<file path="src/rtl/pipeline_hazard_ctrl.sv">
// Hazard/stall controller for the 5-stage pipeline: load-use, branch redirect and
// mul/div occupancy, producing per-register write-enable/flush plus saturating stats.
module pipeline_hazard_ctrl #(
    parameter int MD_CYCLES = 4,
    parameter int PERF_W    = 16
) (
    input  logic              Clk,
    input  logic              Rst,
    input  logic [4:0]        id_rs,
    input  logic [4:0]        id_rt,
    input  logic              id_uses_rs,
    input  logic              id_uses_rt,
    input  logic              id_md_use,
    input  logic              ex_mem_read,
    input  logic [4:0]        ex_rd,
    input  logic              ex_branch_taken,
    input  logic              ex_md_start,
    output logic              pc_we,
    output logic              ifid_we,
    output logic              idex_we,
    output logic              exmem_we,
    output logic              memwb_we,
    output logic              ifid_flush,
    output logic              idex_flush,
    output logic              exmem_flush,
    output logic              md_busy,
    output logic [PERF_W-1:0] stall_cnt,
    output logic [PERF_W-1:0] flush_cnt
);
    typedef enum logic {IDLE, BUSY} md_state_t;

    localparam logic [3:0] MD_LOAD = 4'(MD_CYCLES);

    md_state_t  state, state_nxt;
    logic [3:0] md_cnt, md_cnt_nxt;
    logic       lu, mh, flush_sel, stall_sel;

    always_ff @(posedge Clk or posedge Rst) begin
        if (Rst) begin
            state  <= IDLE;
            md_cnt <= 4'd0;
        end else begin
            state  <= state_nxt;
            md_cnt <= md_cnt_nxt;
        end
    end

    // A start seen while BUSY (including the final cycle) is dropped, never reloaded.
    always_comb begin
        state_nxt  = state;
        md_cnt_nxt = md_cnt;
        case (state)
            IDLE: begin
                if (ex_md_start) begin
                    md_cnt_nxt = MD_LOAD;
                    state_nxt  = BUSY;
                end
            end
            BUSY: begin
                md_cnt_nxt = md_cnt - 4'd1;
                if (md_cnt == 4'd1)
                    state_nxt = IDLE;
            end
            default: begin
                state_nxt  = IDLE;
                md_cnt_nxt = 4'd0;
            end
        endcase
    end

    assign md_busy = (state == BUSY);

    assign lu = ex_mem_read && (ex_rd != 5'd0) &&
                ((id_uses_rs && (id_rs == ex_rd)) || (id_uses_rt && (id_rt == ex_rd)));
    assign mh = md_busy && id_md_use;

    // A taken branch squashes the stalled ID instruction, so it wins over any stall.
    assign flush_sel = ex_branch_taken;
    assign stall_sel = !ex_branch_taken && (lu || mh);

    assign pc_we       = !stall_sel;
    assign ifid_we     = !stall_sel;
    assign ifid_flush  = flush_sel;
    assign idex_we     = 1'b1;
    assign idex_flush  = flush_sel || stall_sel;
    assign exmem_we    = 1'b1;
    assign exmem_flush = 1'b0;
    assign memwb_we    = 1'b1;

    always_ff @(posedge Clk or posedge Rst) begin
        if (Rst) begin
            stall_cnt <= '0;
            flush_cnt <= '0;
        end else begin
            if (stall_sel && (stall_cnt != {PERF_W{1'b1}}))
                stall_cnt <= stall_cnt + PERF_W'(1);
            if (flush_sel && (flush_cnt != {PERF_W{1'b1}}))
                flush_cnt <= flush_cnt + PERF_W'(1);
        end
    end
endmodule

</file>
<file path="config.mk">
export PLATFORM = sky130hd
export DESIGN_NAME = pipeline_hazard_ctrl
export DESIGN_NICKNAME = d
export VERILOG_FILES = /design/src/rtl/pipeline_hazard_ctrl.sv
export SDC_FILE = /design/constraint.sdc
export NUM_CORES = 1
export LEC_CHECK = 0
export ABC_AREA = 1
export CORE_UTILIZATION = 49
export CTS_CLUSTER_SIZE = 10
export DETAILED_ROUTE_END_ITERATION = 6
export PLACE_DENSITY_LB_ADDON = 0.12
export SLEW_MARGIN = 5
export SYNTH_ARGS = -nofsm -noshare
export SYNTH_HDL_FRONTEND = slang
export SYNTH_SLANG_ARGS = --single-unit
</file>
<file path="constraint.sdc">
create_clock -name Clk -period 2 [get_ports Clk]
set_input_delay 0.4 -clock Clk [delete_from_list [all_inputs] [get_ports Clk]]
set_output_delay 0.4 -clock Clk [all_outputs]
set_load 0.1 [all_outputs]
</file>
==> run summary, run 1 <==
CP endpoint kind -> output pin
Switch Pwr -> 1950 uW
Fraction of the mapped netlist area in adder cells -> 2.10%
Residual DRC count -> 0
DIE HEIGHT -> 71.8 um
Syn Area/Cell -> 7.57 sq um
Seq/Total Area, Yosys -> 38.8%
Area after DPL -> 3100 sq um
Maxcap violations -> 0
Cts hold-fix bufs -> 0
Synth Instances -> 315
Setup slack at placement -> -0.189 ns
Post-route clock period utilization -> 93.5%
Synthesis-to-finish area growth -> 33.8%
GRT Total Usage -> 21.6%
Outcome -> finished, final reports clean
Post-Route Setup TNS -> 0 ns
FP Rows -> 25
Fin cells -> 432
Starting density of the core -> 50.9%
Post-synthesis cell type count -> 27
Critical path's slowest cell -> dlygate4sd2_1
Period minus WS final -> 1.87 ns
Arrival time of the worst setup path -> 1.47 ns
Area of the mapped netlist -> 2390 sq um
DP HPWL -> 3.81 mm
GRT busiest layer -> met2
Switching Share -> 52.6%
WP data required -> 1.60 ns
Post-detailed-routing wire length -> 4.96 mm
Max VDD drop -> 0.00109 V
Vias in the first global route -> 2087
F_max -> 534 MHz
Final setup fails -> 0
Fin area -> 3190 sq um
Clk_lat worst skew -> 0.29 ns
Filler instances -> 397
Simple-Gate Fraction of Synth Area -> 37.2%
IO Count -> 64
CTS Buf Count -> 5
Met1 GRT Util -> 27.5%
Antenna violations before repair -> 0
Die X -> 71.8 um
Clk sink count -> 37
Largest family of logic cells by synthesized area -> simple AND/OR/NAND/NOR gates
Pin count of the biggest net entering global routing -> 38
First-pass GRT wire length -> 8.89 mm
Critical Path Source Type -> input port
Die area -> 5150 sq um
CP bufs+invs -> 3
GR Util met2 -> 36.6%
Routed vias -> 2153
CTS tree -> done
DR iter-0 viols -> 117
1st-pass router iterations -> 4
Final ANT Viol Nets -> 0
GPL Wtd Cong -> 0.929
Max FO, Critical Path -> 4
Cell Pwr Density -> 1160 nW/um^2
Core region area -> 4690 sq um
Xor/xnor cell area share of the yosys netlist -> 9.54%
P_int -> 1760 uW
RSZ-0062 raised after global routing -> false
Htree depth -> 2
Slew Viols, Final -> 0
CP delay by family, top -> simple AND/OR/NAND/NOR gates
Clock Skew -> 0.0195 ns
Cell breakdown of the critical path -> dlygate4sd2_1, inv_2, nand2_1, nand2_1, nor2_1, nand3_1, nand2_1, nand2_2, nand2_2, nand2_4, buf_12
Multiplexer share of the synthesized area -> 0%
Final net count -> 404
Vias per Instance -> 4.98
FF+latch count, synth -> 37
Leakage power -> 0.00166 uW
Dpl cells -> 423
Met3 Use GR -> 4.50%
Setup ws final -> 0.129 ns
Ys Warns -> 0
Grt ovf -> 0
Number of port buffers -> 59
Share of cells above drive strength 1 -> 25.7%
Average routed wire per standard cell -> 11.5 um
Antenna cells -> 0
CP most frequent cell -> nand2_1
Root Buffer Master -> clkbuf_8
Clock Path Buffers -> 2
Gate power share -> 53.5%
Synth Area in Compound Gates -> 1.42%
Max stage delay on crit path -> 0.26 ns
Clk slew on worst S/H paths -> 0.06 ns
Hold/Removal Path Class -> reg -> reg
Clk pwr share -> 14.7%
Crit path kind -> in -> out
Flop pwr share -> 31.8%
Hold Vio Cnt, Final -> 0
-- routing by layer --
layer	vias up	part of all wire, %
li1	1103	-
met1	984	45
met2	58	49
met3	8	4.2
met4	0	1.7
met5	-	0
-- flip-flops by register name (all words and copies together) (netlist names) --
name,flops
stall_cnt,16
md_busy,1
md_cnt,4
flush_cnt,16
-- area by class of cell --
class | count | area (sq um) | area share (%)
multi-input combinational | 224 | 1230 | 38.5
sequential | 37 | 948 | 29.7
timing repair buffer | 66 | 691 | 21.6
inverter | 43 | 163 | 5.09
clock buffer | 7 | 86.3 | 2.70
tap | 54 | 67.6 | 2.12
clock inverter | 1 | 7.51 | 0.235
-- worst min-delay path: stages (launching register included) --
cell and delay (ns):
dfrtp_1 0.34, nand2_1 0.05, o21ai_0 0.07
-- cells in the mapped netlist (all sizes together) --
cell type	number	area (sq um)
buf	12	86.3
inv	42	158
conb	2	7.51
xor2	17	149
nor3	6	40.0
xnor2	9	78.8
o21ai	5	25.0
a41oi	1	8.76
ha	4	50.1
nor4	1	12.5
nand4	21	138
clkbuf	1	3.75
clkinv	1	5.00
nand3	26	155
nand2	104	405
dfrtp	37	926
nor2	26	138
-- stage by stage --
stage                     hold WS, ns  util [%]  total power (uW)
after floorplan                 0.453         -              2660
after global placement          0.473      66.1              3150
after detailed placement        0.486      66.1              3180
after CTS                       0.500      67.9              3730
after global routing            0.523      68.1              3900
final                           0.498      68.1              3710
-- final timing paths --
kind                       cells past startpoint  slack (ns)                   endpoint                      from
min in group asynchronous                      3        0.51  stall_cnt[10]$_DFFE_PP0P_                       Rst
setup / recovery                              11        0.13                    ifid_we                  ex_rd[4]
hold / removal                                 2        0.50      md_cnt[1]$_DFFE_PP0P_     md_cnt[1]$_DFFE_PP0P_
hold reg to reg                                2        0.50      md_cnt[1]$_DFFE_PP0P_     md_cnt[1]$_DFFE_PP0P_
max in group asynchronous                      3        1.13          md_busy$_DFF_PP0_                       Rst
setup reg to reg                               7        0.32   stall_cnt[1]$_DFFE_PP0P_  stall_cnt[0]$_DFFE_PP0P_
-- power by group through the flow --
stage,sequential [uW],combinational (uW),clock [uW]
2_1_floorplan,1990,667,0
3_3_place_gp,1180,1970,0
3_5_place_dp,1190,2000,0
4_1_cts,1170,2000,556
5_1_grt,1210,2110,582
6_report,1180,1990,546
-- cell families (layout without fill, tap and decap cells) --
group / count (synthesis) / after routing
simple gates: 184 / 184
fa+ha+maj: 4 / 4
compound gates: 6 / 6
xor+xnor: 26 / 26
buf+inv: 56 / 117
other cells: 2 / 4
flops: 37 / 37
-- cell usage in the layout, fill, tap and decap left out --
master | Yosys | final
clkinvlp_4 | 0 | 1
nand3_2 | 5 | 6
dfrtp_4 | 0 | 1
xor2_1 | 17 | 17
ha_1 | 4 | 4
clkbuf_8 | 0 | 6
xnor2_1 | 9 | 9
nor4_2 | 1 | 1
nand4_2 | 1 | 1
buf_12 | 0 | 12
dlygate4sd2_1 | 0 | 14
nor2_2 | 4 | 4
nand2_4 | 1 | 2
nor3_2 | 2 | 2
clkbuf_1 | 1 | 1
dlymetal6s2s_1 | 0 | 3
conb_1 | 2 | 4
nor2_1 | 18 | 18
nand3_1 | 21 | 20
nor2_4 | 4 | 4
dfrtp_1 | 37 | 21
nand4_1 | 20 | 20
nand2_1 | 100 | 98
o21ai_0 | 5 | 5
clkinv_2 | 1 | 1
nor3_1 | 4 | 4
a41oi_1 | 1 | 1
inv_1 | 38 | 37
inv_2 | 4 | 5
buf_4 | 8 | 32
clkdlybuf4s50_1 | 0 | 5
nand2_2 | 3 | 4
dfrtp_2 | 0 | 15
-- timing repair --
action,in CTS,in global routing
endpoints found under the hold margin,0,0
setup endpoints to repair,3,2
buffers inserted,1,0
resized for setup,16,3
pin swaps,10,8
Note: power is estimated with default switching activity, not from simulation.
==> run 2, diff against run 1 <==
CORE_UTILIZATION = 47   (was 49)
==> run summary, run 2 (synthesis results as in run 1) <==
Outcome -> finished, final reports clean
1st-pass router iterations -> 4 (unchanged)
Clk pwr share -> 14.0% (-0.7 points)
IO Count -> 64 (unchanged)
Worst setup startpoint -> id_uses_rs
Die area -> 5370 sq um (+4.1%)
Maxcap violations -> 0 (unchanged)
Clk slew on worst S/H paths -> 0.07 ns (about the same)
RSZ-0062 raised after global routing -> false
Cell Pwr Density -> 1140 nW/um^2 (-2.0%)
Slew Viols, Final -> 0 (unchanged)
Switching Share -> 52.9% (+0.35 points)
Flop pwr share -> 31.5% (-0.3 points)
Post-Route Setup TNS -> 0 ns (unchanged)
Hold Vio Cnt, Final -> 0 (unchanged)
Core region area -> 4820 sq um (+2.7%)
Leakage power -> 0.00168 uW (+1.3%)
CP endpoint kind -> output pin
Synthesis-to-finish area growth -> 36.2%
Number of port buffers -> 59 (unchanged)
Vias in the first global route -> 1937 (-7.2%)
Period minus WS final -> 1.92 ns (+0.0515 ns)
Most common cell after layout, fill and taps aside -> nand2_1
DIE HEIGHT -> 73.3 um (+2.0%)
Biggest regs -> flush_cnt (16), stall_cnt (16), md_cnt (4)
Hold/Removal Path Class -> reg -> reg
Final setup fails -> 0 (unchanged)
Vias per Instance -> 4.80 (-3.7%)
Clk sink count -> 37 (unchanged)
Final core occ -> 67.5% (-0.60 points)
Arrival time of the worst setup path -> 1.52 ns (+0.05 ns)
Cell breakdown of the critical path -> clkdlybuf4s50_1, nand2_1, nor2_1, nand3_1, nand2_1, nand2_2, nand2_2, nand2_4, buf_12
P_int -> 1740 uW (-0.99%)
Clk_lat worst skew -> 0.29 ns (about the same)
Clock Skew -> 0.00539 ns (-0.0141 ns)
WP data required -> 1.60 ns (about the same)
Min-delay src -> md_cnt[1]$_DFFE_PP0P_
First-pass GRT wire length -> 8.55 mm (-3.9%)
CTS tree -> done
Clock Path Buffers -> 2 (unchanged)
Share of cells above drive strength 1 -> 26.9% (+1.2 points)
Post-route clock period utilization -> 96.1% (+2.6 points)
F_max -> 520 MHz (-2.7%)
Crit path kind -> in -> out
Antenna violations before repair -> 0 (unchanged)
DP HPWL -> 3.92 mm (+3.0%)
Switch Pwr -> 1960 uW (+0.42%)
GRT Total Usage -> 20.6% (-1.0 points)
Critical Path Source Type -> input port
Worst flop-to-flop path startpoint -> stall_cnt[0]$_DFFE_PP0P_
Htree depth -> 2 (unchanged)
Max VDD drop -> 0.000853 V (-21%)
Commonest non-fill, non-tap cells in the layout -> 98 x nand2_1, 37 x inv_1, 36 x buf_4, 21 x dfrtp_1
Cts hold-fix bufs -> 0 (unchanged)
DR iter-0 viols -> 157 (+34%)
Die X -> 73.3 um (+2.0%)
FP Rows -> 25 (unchanged)
Max FO, Critical Path -> 2 (-2)
Starting density of the core -> 49.5% (-1.3 points)
Final net count -> 409 (+1.2%)
Residual DRC count -> 0 (unchanged)
Routed vias -> 2159 (+0.28%)
GPL Wtd Cong -> 0.895 (-3.7%)
Grt ovf -> 0 (unchanged)
Gate power share -> 54.4% (+0.9 points)
CTS Buf Count -> 5 (unchanged)
Critical path's slowest cell -> clkdlybuf4s50_1
Pin count of the biggest net entering global routing -> 38 (unchanged)
Final ANT Viol Nets -> 0 (unchanged)
Antenna cells -> 0 (unchanged)
Max stage delay on crit path -> 0.45 ns (+0.19 ns)
Post-detailed-routing wire length -> 5.11 mm (+3.0%)
Average routed wire per standard cell -> 11.4 um (-1.1%)
Root Buffer Master -> clkbuf_8
==> run 2: cell count changes in the layout (fill, tap and decap cells not counted) <==
cell             before  now
dlymetal6s2s_1        3    2
clkinv_2              1    3
clkbuf_1              1    0
clkbuf_8              6    5
buf_12               12   13
buf_4                32   36
clkdlybuf4s50_1       5    6
==> run 2: area by class of cell <==
type / count / area (sq um)
fill: 436 / 1570
multi-input combinational: 224 / 1230
sequential: 37 / 948
timing repair buffer: 71 / 738
inverter: 43 / 163
tap: 67 / 83.8
clock buffer: 5 / 68.8
clock inverter: 3 / 17.5
==> run 2: worst paths after layout <==
check / endpoint / slack (ns) / depth (start not counted)
min in group asynchronous: md_cnt[1]$_DFFE_PP0P_ / 0.51 / 3
max in group asynchronous: md_busy$_DFF_PP0_ / 1.13 / 3
worst min register to register: md_cnt[1]$_DFFE_PP0P_ / 0.49 / 2
worst max register to register: stall_cnt[5]$_DFFE_PP0P_ / 0.28 / 7
worst max-delay path: pc_we / 0.08 / 9
worst min-delay path: md_cnt[1]$_DFFE_PP0P_ / 0.49 / 2
==> run 2: repair_timing <==
action	in CTS	in global routing
endpoints found under the setup margin	3	2
gates resized for setup	16	2
setup buffers	1	0
pin swaps	8	6
gates cloned	0	0
==> run 2: power groups by stage <==
stage / logic [uW] / clock network (uW) / registers (uW)
2_1_floorplan: 667 / 0 / 1990
3_3_place_gp: 2000 / 0 / 1180
3_5_place_dp: 2020 / 0 / 1180
4_1_cts: 2030 / 546 / 1170
5_1_grt: 2130 / 570 / 1200
6_report: 2010 / 520 / 1170
==> run 2: worst max-delay path: cells and delay by family <==
family        cells  cell delay, ns
simple gates      7            0.49
buf+inv           2            0.62
==> run 2: metal layers <==
| layer | global-route usage (%) | wire length, um | part of all wire (%) | vias to the layer above |
|---|---|---|---|---|
| li1 | - | - | - | 1118 |
| met1 | 26.9 | 2370 | 46 | 976 |
| met2 | 34.3 | 2490 | 49 | 63 |
| met3 | 4.80 | 234 | 4.6 | 2 |
| met4 | 5.23 | 19 | 0.37 | 0 |
| met5 | 0 | 0 | 0 | - |
==> run 2: metrics by stage <==
stage,total power [uW],hold WS (ns),setup WS [ns],instance area (sq um),instances
6_report,3700,0.495,0.0776,3250,450
5_1_grt,3900,0.520,0.0178,3250,450
4_1_cts,3740,0.504,0.00477,3240,450
3_5_place_dp,3200,0.485,-0.246,3170,441
3_3_place_gp,3180,0.469,-0.185,3170,441
2_1_floorplan,2660,0.453,-0.00998,2430,317
